## config.mk

```make
export PLATFORM = sky130hd
export DESIGN_NAME = sevenseg_scan_capture
export DESIGN_NICKNAME = d
export VERILOG_FILES = /design/src/rtl/sevenseg_scan_capture.sv
export SDC_FILE = /design/constraint.sdc
export NUM_CORES = 1
export LEC_CHECK = 0
export BUFFER_PORTS_ARGS = -buffer_cell sky130_fd_sc_hd__buf_2
export CAP_MARGIN = 10
export CORE_ASPECT_RATIO = 1.5
export CORE_UTILIZATION = 37
export DETAILED_ROUTE_END_ITERATION = 8
export MAX_ROUTING_LAYER = met4
export SLEW_MARGIN = 20
export SYNTH_ARGS = -nofsm -noshare
export SYNTH_HDL_FRONTEND = slang
export SYNTH_SLANG_ARGS = --single-unit
```

## constraint.sdc

```tcl
create_clock -name clk -period 3.71 [get_ports clk]
set_input_delay 0.1855 -clock clk [delete_from_list [all_inputs] [get_ports clk]]
set_output_delay 0.1855 -clock clk [all_outputs]
set_load 0.02 [all_outputs]
```

## src/rtl/sevenseg_scan_capture.sv

```systemverilog
// sevenseg_scan_capture
//   Receive-side decoder for a multiplexed, active-low 4-digit 7-segment bus.
//   It watches the anode/segment lines as they scan, samples each digit once
//   its anode has been steady for SETTLE_CYCLES, decodes the segment pattern
//   back to a 4-bit code, and publishes complete 4-digit frames. The frame is
//   also offered as binary minutes/seconds (MM:SS).
//
// Ports
//   clk          system clock
//   rst_n        synchronous active-low reset
//   an[3:0]      anode bus, active-low one-hot (an[3] = leftmost digit)
//   seg[6:0]     segment bus, active-low (seg[0]=a ... seg[6]=g)
//   digits       last complete frame, [15:12] = an[3] digit
//   frame_valid  digits holds a frame and the scan has not been lost
//   frame_stb    one-cycle pulse when digits is updated
//   minutes_bin  digits[15:12]*10 + digits[11:8], 7'h7F if not BCD
//   seconds_bin  digits[7:4]*10 + digits[3:0], 7'h7F if not BCD
//   err_pattern  one-cycle pulse on an undecodable sampled pattern
//   err_timeout  level, no successful capture for TIMEOUT_CYCLES
module sevenseg_scan_capture #(
  parameter int SETTLE_CYCLES  = 1024,
  parameter int TIMEOUT_CYCLES = 2_000_000
) (
  input  logic        clk,
  input  logic        rst_n,
  input  logic [3:0]  an,
  input  logic [6:0]  seg,
  output logic [15:0] digits,
  output logic        frame_valid,
  output logic        frame_stb,
  output logic [6:0]  minutes_bin,
  output logic [6:0]  seconds_bin,
  output logic        err_pattern,
  output logic        err_timeout
);

  // Settle counter saturates at SETTLE_CYCLES so the capture value
  // SETTLE_CYCLES-1 is passed exactly once per dwell.
  localparam int SW = $clog2(SETTLE_CYCLES + 1);
  localparam int TW = (TIMEOUT_CYCLES > 1) ? $clog2(TIMEOUT_CYCLES) : 1;

  localparam logic [SW-1:0] SETTLE_LAST = SW'(SETTLE_CYCLES - 1);
  localparam logic [SW-1:0] SETTLE_SAT  = SW'(SETTLE_CYCLES);
  localparam logic [TW-1:0] TMO_LAST    = TW'(TIMEOUT_CYCLES - 1);

  logic [3:0]    an_meta_reg, an_s_reg, an_prev_reg;
  logic [6:0]    seg_meta_reg, seg_s_reg;
  logic [SW-1:0] settle_cnt_reg;
  logic [TW-1:0] tmo_cnt_reg;
  logic [3:0]    mask_reg;
  logic [15:0]   shadow_reg;
  logic [15:0]   digits_reg;
  logic          frame_valid_reg, frame_stb_reg;
  logic [6:0]    minutes_reg, seconds_reg;
  logic          err_pattern_reg, err_timeout_reg;

  logic          an_legal, an_stable, capture;
  logic [3:0]    slot_oh;
  logic [3:0]    code;
  logic          code_ok;
  logic [15:0]   shadow_next;
  logic [3:0]    mask_next;
  logic          frame_done;

  // BCD pair to binary; x*10 = x*8 + x*2 keeps everything within 7 bits.
  function automatic logic [6:0] bcd2bin(input logic [3:0] tens, input logic [3:0] ones);
    logic [6:0] r;
    if (tens > 4'd9 || ones > 4'd9) begin
      r = 7'h7F;
    end else begin
      r = {tens, 3'b000} + {2'b00, tens, 1'b0} + {3'b000, ones};
    end
    return r;
  endfunction

  // Exactly one anode low.
  always_comb begin
    an_legal = 1'b0;
    case (an_s_reg)
      4'b0111, 4'b1011, 4'b1101, 4'b1110: an_legal = 1'b1;
      default:                            an_legal = 1'b0;
    endcase
  end

  assign an_stable = (an_s_reg == an_prev_reg);
  assign capture   = an_legal && an_stable && (settle_cnt_reg == SETTLE_LAST);
  assign slot_oh   = ~an_s_reg;

  // Segment pattern (g..a, active-low) back to digit code.
  always_comb begin
    code    = 4'h0;
    code_ok = 1'b1;
    case (seg_s_reg)
      7'b1000000: code = 4'h0;
      7'b1111001: code = 4'h1;
      7'b0100100: code = 4'h2;
      7'b0110000: code = 4'h3;
      7'b0011001: code = 4'h4;
      7'b0010010: code = 4'h5;
      7'b0000010: code = 4'h6;
      7'b1111000: code = 4'h7;
      7'b0000000: code = 4'h8;
      7'b0010000: code = 4'h9;
      7'b0001000: code = 4'hA;
      7'b0000011: code = 4'hB;
      7'b1000110: code = 4'hC;
      7'b0100001: code = 4'hD;
      7'b0101011: code = 4'hE;
      7'b1111111: code = 4'hF;
      default:    code_ok = 1'b0;
    endcase
  end

  // Shadow frame with the newly decoded code dropped into the active slot.
  generate
    for (genvar gi = 0; gi < 4; gi++) begin : g_slot
      assign shadow_next[gi*4 +: 4] = slot_oh[gi] ? code : shadow_reg[gi*4 +: 4];
    end
  endgenerate

  assign mask_next  = mask_reg | slot_oh;
  assign frame_done = capture && code_ok && (mask_next == 4'b1111);

  always_ff @(posedge clk) begin
    if (!rst_n) begin
      // Sync stages reset to the idle bus (all anodes and segments off).
      an_meta_reg     <= 4'hF;
      an_s_reg        <= 4'hF;
      an_prev_reg     <= 4'hF;
      seg_meta_reg    <= 7'h7F;
      seg_s_reg       <= 7'h7F;
      settle_cnt_reg  <= '0;
      tmo_cnt_reg     <= '0;
      mask_reg        <= 4'b0000;
      shadow_reg      <= 16'hFFFF;
      digits_reg      <= 16'hFFFF;
      frame_valid_reg <= 1'b0;
      frame_stb_reg   <= 1'b0;
      minutes_reg     <= 7'h7F;
      seconds_reg     <= 7'h7F;
      err_pattern_reg <= 1'b0;
      err_timeout_reg <= 1'b0;
    end else begin
      an_meta_reg  <= an;
      an_s_reg     <= an_meta_reg;
      an_prev_reg  <= an_s_reg;
      seg_meta_reg <= seg;
      seg_s_reg    <= seg_meta_reg;

      frame_stb_reg   <= 1'b0;
      err_pattern_reg <= 1'b0;

      if (!an_stable || !an_legal) begin
        settle_cnt_reg <= '0;
      end else if (settle_cnt_reg != SETTLE_SAT) begin
        settle_cnt_reg <= settle_cnt_reg + SW'(1);
      end

      // A capture in the terminal-count cycle suppresses the timeout.
      if (capture) begin
        tmo_cnt_reg <= '0;
        if (code_ok) begin
          shadow_reg      <= shadow_next;
          err_timeout_reg <= 1'b0;
          if (frame_done) begin
            digits_reg      <= shadow_next;
            minutes_reg     <= bcd2bin(shadow_next[15:12], shadow_next[11:8]);
            seconds_reg     <= bcd2bin(shadow_next[7:4], shadow_next[3:0]);
            frame_stb_reg   <= 1'b1;
            frame_valid_reg <= 1'b1;
            mask_reg        <= 4'b0000;
          end else begin
            mask_reg <= mask_next;
          end
        end else begin
          err_pattern_reg <= 1'b1;
          mask_reg        <= mask_reg & an_s_reg;
        end
      end else if (tmo_cnt_reg == TMO_LAST) begin
        // Counter parks at its terminal value; the lost state holds until
        // the next legal capture.
        err_timeout_reg <= 1'b1;
        frame_valid_reg <= 1'b0;
        mask_reg        <= 4'b0000;
      end else begin
        tmo_cnt_reg <= tmo_cnt_reg + TW'(1);
      end
    end
  end

  assign digits      = digits_reg;
  assign frame_valid = frame_valid_reg;
  assign frame_stb   = frame_stb_reg;
  assign minutes_bin = minutes_reg;
  assign seconds_bin = seconds_reg;
  assign err_pattern = err_pattern_reg;
  assign err_timeout = err_timeout_reg;

endmodule

```

Yosys cells after proc, flatten, opt, wreduce, memory -nomap -nowiden

Cells that the tools add are included.

Bits in registers: 112
Bits of input ports: 13
Output and inout bits: 34
Logic and storage cells: 99

Add/subtract/negate cells: 6
$lt $le $gt $ge: 4
Equality and inequality tests: 26
Muxes and demuxes: 22
Bitwise logic cells: 4
Reduce and logical (&&, ||, !) cells: 21

Operators by type and width:

| kind                                                               | number |
|---|---|
| 4-bit one-hot mux with 15 select lines                             | 1 |
| 7-bit == test (second input constant)                              | 5 |
| 4-bit two-way mux                                                  | 8 |
| 7-bit by 6-bit == test with 1-bit output (second input constant)   | 4 |
| 21-bit by 1-bit adder with 21-bit output (second input constant)   | 1 |
| 21-bit == test (second input constant)                             | 1 |
| 7-bit by 5-bit == test with 1-bit output (second input constant)   | 3 |
| 4-bit == test (second input constant)                              | 4 |
| 4-bit > comparator (second input constant)                         | 4 |
| 16-bit OR reduction                                                | 1 |
| 7-bit by 4-bit adder with 7-bit output                             | 2 |
| 7-bit by 5-bit adder with 7-bit output                             | 2 |
| 7-bit by 2-bit == test with 1-bit output (second input constant)   | 2 |
| 7-bit two-way mux                                                  | 2 |
| 11-bit by 1-bit adder with 11-bit output (second input constant)   | 1 |
| 11-bit by 10-bit == test with 1-bit output (second input constant) | 1 |
| 1-bit two-way mux                                                  | 11 |
| 11-bit inequality test (second input constant)                     | 1 |
| 3-bit AND reduction                                                | 3 |
| 7-bit by 4-bit == test with 1-bit output (second input constant)   | 1 |
| 7-bit zero test                                                    | 1 |
| 2-bit AND reduction                                                | 3 |
| 4-bit bitwise AND                                                  | 1 |
| 4-bit by 3-bit == test with 1-bit output (second input constant)   | 1 |
| other kinds (11)                                                   | 19 |

Longest topological paths before layout

Gate-level depths: netlist of run 1.

Depth in word-level cells: 10
Gate-level depth with buffers: 19
Gate-level depth less buffers: 16

Worst setup path before layout of run 1

No wires, ideal clock.

Path type: reg2reg
Start: reg seg_s_reg[5]
End: reg minutes_reg[6] (netlist: minutes_bin[6])
Setup time: 0.141 ns
Arrival time: 3.189 ns
Data required time: 3.569 ns
Path slack: 0.379 ns
Cell stages (with the launch flop): 16
Buffers on the path: 2
Period minus slack after synthesis: 3.331 ns
Cell sequence: dfxtp_1 buf_6 or4_1 a21o_1 and4_4 buf_6 nand2_1 o21ai_0 fa_1 fa_1 inv_1 a21o_1 a21oi_1 xnor2_1 mux2i_1 o211ai_1

Longest elaborated chain between the ends: 6
Elaborated cells between the ends (all ways): 30
Those cells by class: add/sub (2); order compare (2); eq/ne (15); mux (5); reduce/logical (6)

RTL lines:

| element                                                                       | line    | text |
|---|---|---|
| from (decl)                                                                   | 47      | `logic [6:0] seg_meta_reg, seg_s_reg;` |
| from (signal assigned)                                                        | 148     | `seg_s_reg <= seg_meta_reg;` |
| 7-bit == test (tied with other cells)                                         | 93      | `case (seg_s_reg)` |
| 4-bit one-hot mux with 15 select lines or 16-bit OR reduction (tied branches) | --      |  |
| 4-bit two-way mux or 1-bit two-way mux (tied branches)                        | 117, 93 |  |
| 7-bit by 5-bit adder with 7-bit output (tied with other cells)                | 71      | `r = {tens, 3'b000} + {2'b00, tens, 1'b0} + {3'b000, ones};` |
| 7-bit by 4-bit adder with 7-bit output (tied with other cells)                | 71      |  |
| 7-bit two-way mux or 3-bit AND reduction (tied branches)                      | --      |  |
| to (signal assigned)                                                          | 167     | `minutes_reg <= bcd2bin(shadow_next[15:12], shadow_next[11:8]);` |
| to (decl)                                                                     | 54      | `logic [6:0] minutes_reg, seconds_reg;` |

Several ways; a longest one is shown, not always the timed one.
A chain may end at the register's enable or synchronous reset.

Worst setup path after layout of run 1

Start: reg seg_s_reg[3]
End: reg seconds_reg[6] (netlist: seconds_bin[6])

Longest elaborated chain between the ends: 6
Elaborated cells between the ends (all ways): 30
Those cells by class: add/sub (2); order compare (2); eq/ne (15); mux (5); reduce/logical (6)

RTL lines:

| element                                                                      | line   | text |
|---|---|---|
| 7-bit == test (tied with other cells)                                        | 93     |  |
| 4-bit one-hot mux with 15 select lines *                                     | 93     |  |
| 4-bit two-way mux *                                                          | 117    | `assign shadow_next[gi*4 +: 4] = slot_oh[gi] ? code : shadow_reg[gi*4 +: 4];` |
| net shadow_next[6]                                                           | 61     | `logic [15:0] shadow_next;` |
| 7-bit by 5-bit adder with 7-bit output or 4-bit > comparator (tied branches) | 71, 68 |  |
| 7-bit by 4-bit adder with 7-bit output or 1-bit logical OR (tied branches)   | 71, 68 |  |
| 7-bit two-way mux *                                                          | 68     | `if (tens > 4'd9 \|\| ones > 4'd9) begin` |
| to (signal assigned)                                                         | 168    | `seconds_reg <= bcd2bin(shadow_next[7:4], shadow_next[3:0]);` |
| to (decl)                                                                    | 54     |  |

The timed path passes the listed nets; every way through them passes the cells marked *.

==> flow_metrics.tcl, run 1 <==
set metrics [dict create \
    status "complete, no violations" \
    final_nets 664 \
    p_per_area_nw_per_um2 400 \
    clkTransAtPathRegs_ps 80 \
    period_needed_ps 3450 \
    syn-num-nets 628 \
    layout_common_cells "dfxtp_1 (106), nand2_1 (61), buf_2 (46)" \
    cpPeakStageDelay_ps 560 \
    multiInputGateArea_um2 2730 \
    ys_ff_latch 112 \
    p_clk_frac 0.406 \
    peakVddDrop_uv 219 \
    pre_cts_slack_ps 89.4 \
    rows 53 \
    yosysUniqueCellTypes 57 \
    synth.avg_cell_area_um2 8.91 \
    finalHoldViolCount 0 \
    routed_via_density 5.25 \
    fmax_mhz 290 \
    cts-htree-levels 3 \
    drcViolationCount 0 \
    end_kind "flop" \
    grt_pass1_vias 4069 \
    netSwitchingPower_uw 620 \
    diodes 0 \
    yosysSeqAreaShare 0.424 \
    die_width_um 99.6 \
    wl_um 11500 \
    grt_max_degree 45 \
    arrival_ps 3660 \
    drive_gt1_frac 0.139 \
    die_area_um2 14800 \
    port_buffers 46 \
    period_share 0.930 \
    slew_violations 0 \
    ios 47 \
    fin_setup_tns_ps 0 \
    dpl.hpwl_um 8180 \
    final_common_cell "dfxtp_1" \
    cts_tree "done" \
    yosys-top-cells-area "dfxtp_1 (42%), o211ai_1 (6.1%), nand2_1 (4.3%)" \
    finClkSkew_ps 9.87 \
    fin_area_um2 6010 \
    p_leak_uw 0.00238 \
    p_comb_frac 0.080 \
    synthArstFlopShare 0 \
    synth.largest_area_cell "dfxtp_1" \
    numCtsBuffers 9 \
    critPathRequiredTime_ps 3920 \
    power.internal_uw 1790 \
    start_util 0.378 \
    relSlewSlack 0.338 \
    clock_latency_ps 360 \
    coreArea_um2 14000 \
    first_iter_violations 247 \
    switching_share 0.258 \
    cp-start-kind "flop" \
    regArea_um2 2250 \
    syn_to_final_growth_pct 13.6 \
    gr-total-overflow 0 \
    hp-class "in2reg" \
    rsz0062_at_grt "no" \
    track_usage 0.167 \
    num_vias 4345 \
    antenna_found_initial 0 \
    fin_util 0.430 \
    worstSetupPathType "reg2reg" \
    drv_cap 0 \
    clockRootBuffer "clkbuf_16" \
    crit_path_frequent_cell "inv_1" \
    post-cts-setup-buffer-count 0 \
    drtPass1Iterations 5 \
    fin_ws_ps 259 \
    wl_per_cell_um 13.9 \
    power.share.sequential 0.514 \
    synth_ff_type "dfxtp_1" \
    drt.antenna.violating_nets 0 \
    largest_register_ffs 21 \
    syn_inst 594 \
    cp_max_fo 11 \
    fp.dieH_um 148 \
    synth_area_um2 5290 \
    ys_warn_count 0 \
    dpl-instance-area_um2 5660 \
    critical_path.cell_chain "buf_4, or4_1, a21o_1, and4_4, nand2_1, o21ai_0, inv_1, fa_1, inv_1, fa_1, inv_1, a21o_1, a21oi_1, xnor2_1, mux2i_1, o211ai_1" \
    yosysTopAreaCellShare 0.424 \
    worst_pin_slew_ps 994 \
    clockBufferDepth 2 \
    cpMaxStageDelayCell "fa_1" \
    gp_congestion 0.814 \
    synth-edff-count 0 \
    finalSetupViolCount 0 \
    fillers 1395 \
    cts.sinks 112 \
    grt_pass1_wl_um 19300 \
]
==> synthesized netlist by cell type (all sizes together), types with 20 or more instances <==
cell / instances
a21oi: 22
clkbuf: 20
dfxtp: 112
inv: 33
mux2i: 22
nand2: 61
nand2b: 24
nand3: 22
nor2: 35
o211ai: 44
o21ai: 24
==> cells by family (layout without fill, tap and decap cells) <==
logic type	Yosys count	in the layout	share of synthesized area
simple gates	214	214	0.210
compound gates	120	120	0.154
flops	112	112	0.424
buf+inv	73	114	0.0624
xor+xnor	31	31	0.0513
mux	23	23	0.0437
fa+ha+maj	21	21	0.0553
==> area by class of cell <==
cell class	instances	area share
multi-input combinational	409	0.453
sequential	112	0.374
timing repair buffer	62	0.0599
tap	192	0.0400
clock buffer	9	0.0375
inverter	36	0.0225
clock inverter	7	0.0127
==> power groups by stage <==
stage | Combinational (µW) | Clock (µW) | Sequential [µW]
2_1_floorplan | 153 | 0 | 1250
3_3_place_gp | 186 | 0 | 1260
3_5_place_dp | 190 | 0 | 1260
4_1_cts | 195 | 1010 | 1240
5_1_grt | 218 | 1060 | 1240
6_report | 192 | 977 | 1240
==> final timing paths <==
kind,start,end,cells after the start,slack [ps]
worst max-delay path,seg_s_reg[3]$_SDFF_PN1_,seconds_bin[6]$_SDFFE_PN1P_,16,260
worst min-delay path,an[0],an_meta_reg[0]$_SDFF_PN1_,2,10
worst max register to register,seg_s_reg[3]$_SDFF_PN1_,seconds_bin[6]$_SDFFE_PN1P_,16,260
worst min register to register,an_meta_reg[0]$_SDFF_PN1_,an_s_reg[0]$_SDFF_PN1_,1,420
==> stage by stage <==
step           power, µW  std cells  hold WS [ps]
6_report            2410        827          11.8
5_1_grt             2520        827          13.6
4_1_cts             2440        827          1.67
3_5_place_dp        1450        807           369
3_3_place_gp        1450        807           365
2_1_floorplan       1410        594           287
==> repair_timing <==
item                                    4_1_cts  5_1_grt
resized for setup                             0        8
hold buffers                                  4        0
endpoints found under the setup margin        0        6
hold endpoints to repair                      4        0
==> routing by layer <==
layer  routed length [µm]  part of all wire  GRT usage
met1                 5070              0.44      0.198
met2                 5870              0.51      0.282
met3                  394             0.034     0.0249
met4                  157             0.014     0.0647
met5                    0                 0          -
==> critical path: cells and delay by family (launching register included) <==
family	cells	cell delay, ps
fa+ha+maj	2	1020
compound gates	5	610
simple gates	3	500
buf+inv	4	480
flops	1	430
mux	1	130
xor+xnor	1	120
(Power assumes the default switching activity.)
==> run 2: changes to the inputs <==
- GPL_TIMING_DRIVEN: unset -> 0
==> run 2 against run 1 <==
Effect of this change: final cell count is 2.9% higher; fmax is 0.20% lower; core utilization is 0.97 points higher; combinational power is 11% higher; non-clock buffer count is 24 higher; hold slack worse by 11 ps; sequential share of layout area is 0.91 points lower; power is 0.62% higher.
==> flow_metrics.tcl, run 2 (synthesis gave the netlist of run 1 again) <==
set metrics [dict create \
    coreArea_um2 14000 \
    track_usage 0.183 \
    ios 47 \
    clockRootBuffer "clkbuf_16" \
    path_delay_family "adder cells" \
    status "complete, no violations" \
    p_comb_frac 0.088 \
    power.share.sequential 0.508 \
    port_buffers 45 \
    r2r-start "seg_s_reg[6]$_SDFF_PN1_" \
    period_share 0.932 \
    min_path_cells 2 \
    relSlewSlack 0.502 \
    holdPathEnd "an_meta_reg[2]$_SDFF_PN1_" \
    reg2reg_depth 14 \
    worstSetupPathType "reg2reg" \
    r2r_end "minutes_bin[6]$_SDFFE_PN1P_" \
    cp_max_fo 10 \
    gp_congestion 0.883 \
    critPathRequiredTime_ps 3910 \
    final_common_cell "dfxtp_1" \
    num_vias 4382 \
    layout_common_cells "dfxtp_1 (110), nand2_1 (61), buf_2 (53)" \
    cts-htree-levels 3 \
    first_iter_violations 289 \
    final_nets 688 \
    drive_gt1_frac 0.155 \
    dpl.cell_count 831 \
    netSwitchingPower_uw 630 \
    end_kind "flop" \
    cpMaxStageDelayCell "fa_1" \
    wl_per_cell_um 14.8 \
    clockBufferDepth 2 \
    dpl-instance-area_um2 5760 \
    slew_violations 0 \
    cts.sinks 112 \
    routed_via_density 5.15 \
    die_width_um 99.6 \
    wl_um 12600 \
    grt_max_degree 23 \
    ff2ff_setup_slack_ps 250 \
    switching_share 0.260 \
    rsz0062_at_grt "no" \
    start_util 0.378 \
    grt_pass1_wl_um 21000 \
    largest_register_ffs 21 \
    cpPeakStageDelay_ps 530 \
    fillers 1385 \
    die_area_um2 14800 \
    fin_area_um2 6150 \
    p_clk_frac 0.404 \
    min_from "an[2]" \
    power.internal_uw 1790 \
    crit_buf_inv 2 \
    worst_pin_slew_ps 747 \
    peakVddDrop_uv 214 \
    drt.antenna.violating_nets 0 \
    p_leak_uw 0.00243 \
    arrival_ps 3660 \
    p_per_area_nw_per_um2 394 \
    numCtsBuffers 9 \
    finalHoldViolCount 0 \
    period_needed_ps 3460 \
    fp.dieH_um 148 \
    diodes 0 \
    finClkSkew_ps 12.8 \
    syn_to_final_growth_pct 16.2 \
    hp-class "in2reg" \
    gr-total-overflow 0 \
    drcViolationCount 0 \
    cts_tree "done" \
    cp-start-kind "flop" \
    grt_pass1_vias 4321 \
    pre_cts_slack_ps -172 \
    drv_cap 0 \
    fin_ws_ps 252 \
    clock_latency_ps 360 \
    drtPass1Iterations 5 \
    stdcell_count 851 \
    rows 53 \
    critical_path.cell_chain "buf_2, nor3_1, a31o_2, nand4b_1, o211ai_1, mux2i_2, fa_1, fa_1, inv_1, a21o_1, a21oi_1, xnor2_1, mux2i_1, o211ai_1" \
    finalSetupViolCount 0 \
    clkTransAtPathRegs_ps 90 \
    antenna_found_initial 0 \
    dpl.hpwl_um 9460 \
    fmax_mhz 289 \
]
[run 2: cell count changes in the layout (fill, tap and decap cells not counted), sizes merged]
cell,previous run,this run
buf,58,65
clkinv,4,5
inv,39,37
clkinvlp,0,1
dlygate4sd3,4,0
clkbuf,9,30
[run 2: worst max path at each step]
stage | from | endpoint | slack (ps) | cells after the start
2_1_floorplan | seg_s_reg[5]$_SDFF_PN1_ | minutes_bin[6]$_SDFFE_PN1P_ | 380 | 15
3_3_place_gp | seg_s_reg[6]$_SDFF_PN1_ | minutes_bin[6]$_SDFFE_PN1P_ | -120 | 14
3_5_place_dp | seg_s_reg[4]$_SDFF_PN1_ | seconds_bin[6]$_SDFFE_PN1P_ | -170 | 15
4_1_cts | seg_s_reg[1]$_SDFF_PN1_ | seconds_bin[6]$_SDFFE_PN1P_ | 5 | 15
5_1_grt | seg_s_reg[3]$_SDFF_PN1_ | seconds_bin[6]$_SDFFE_PN1P_ | 0.09 | 17
6_report | seg_s_reg[6]$_SDFF_PN1_ | minutes_bin[6]$_SDFFE_PN1P_ | 250 | 14
[run 2: metrics by stage]
stage	hold slack [ps]	utilization	TNS [ps]	total power, µW
6_report	0.921	0.439	0	2420
5_1_grt	5.91	0.439	0	2520
3_5_place_dp	369	0.411	-311	1460
3_3_place_gp	371	0.411	-221	1450
2_1_floorplan	287	-	0	1410
4_1_cts	0.996	0.435	0	2430
[run 2: what timing repair did]
action                     CTS  global route
resized for setup            6            23
pin swaps                    0             3
hold buffers                 0             0
buffers inserted             0             4
setup endpoints to repair    3             3
[run 2: power by group through the flow]
stage	Sequential [µW]	Clock, µW	Combinational [µW]
finish	1230	979	213
global route	1230	1050	239
CTS	1230	999	205
detailed placement	1260	0	202
global placement	1260	0	198
floorplan	1250	0	153
[run 2: cell type report]
| type | instances | area (µm²) | area share |
|---|---|---|---|
| Buffer | 37 | 213 | 0.0346 |
| Clock buffer | 9 | 225 | 0.0366 |
| Clock inverter | 7 | 82.6 | 0.0134 |
| Inverter | 36 | 135 | 0.0220 |
| Multi-Input combinational cell | 409 | 2750 | 0.448 |
| Sequential cell | 112 | 2240 | 0.365 |
| Tap cell | 192 | 240 | 0.0391 |
| Timing Repair Buffer | 49 | 255 | 0.0415 |
[run 2: per-layer routing]
| layer | part of all wire | global-route usage |
|---|---|---|
| met4 | 0.015 | 0.0640 |
| met1 | 0.43 | 0.209 |
| met3 | 0.030 | 0.0249 |
| met2 | 0.52 | 0.325 |
| met5 | 0 | - |
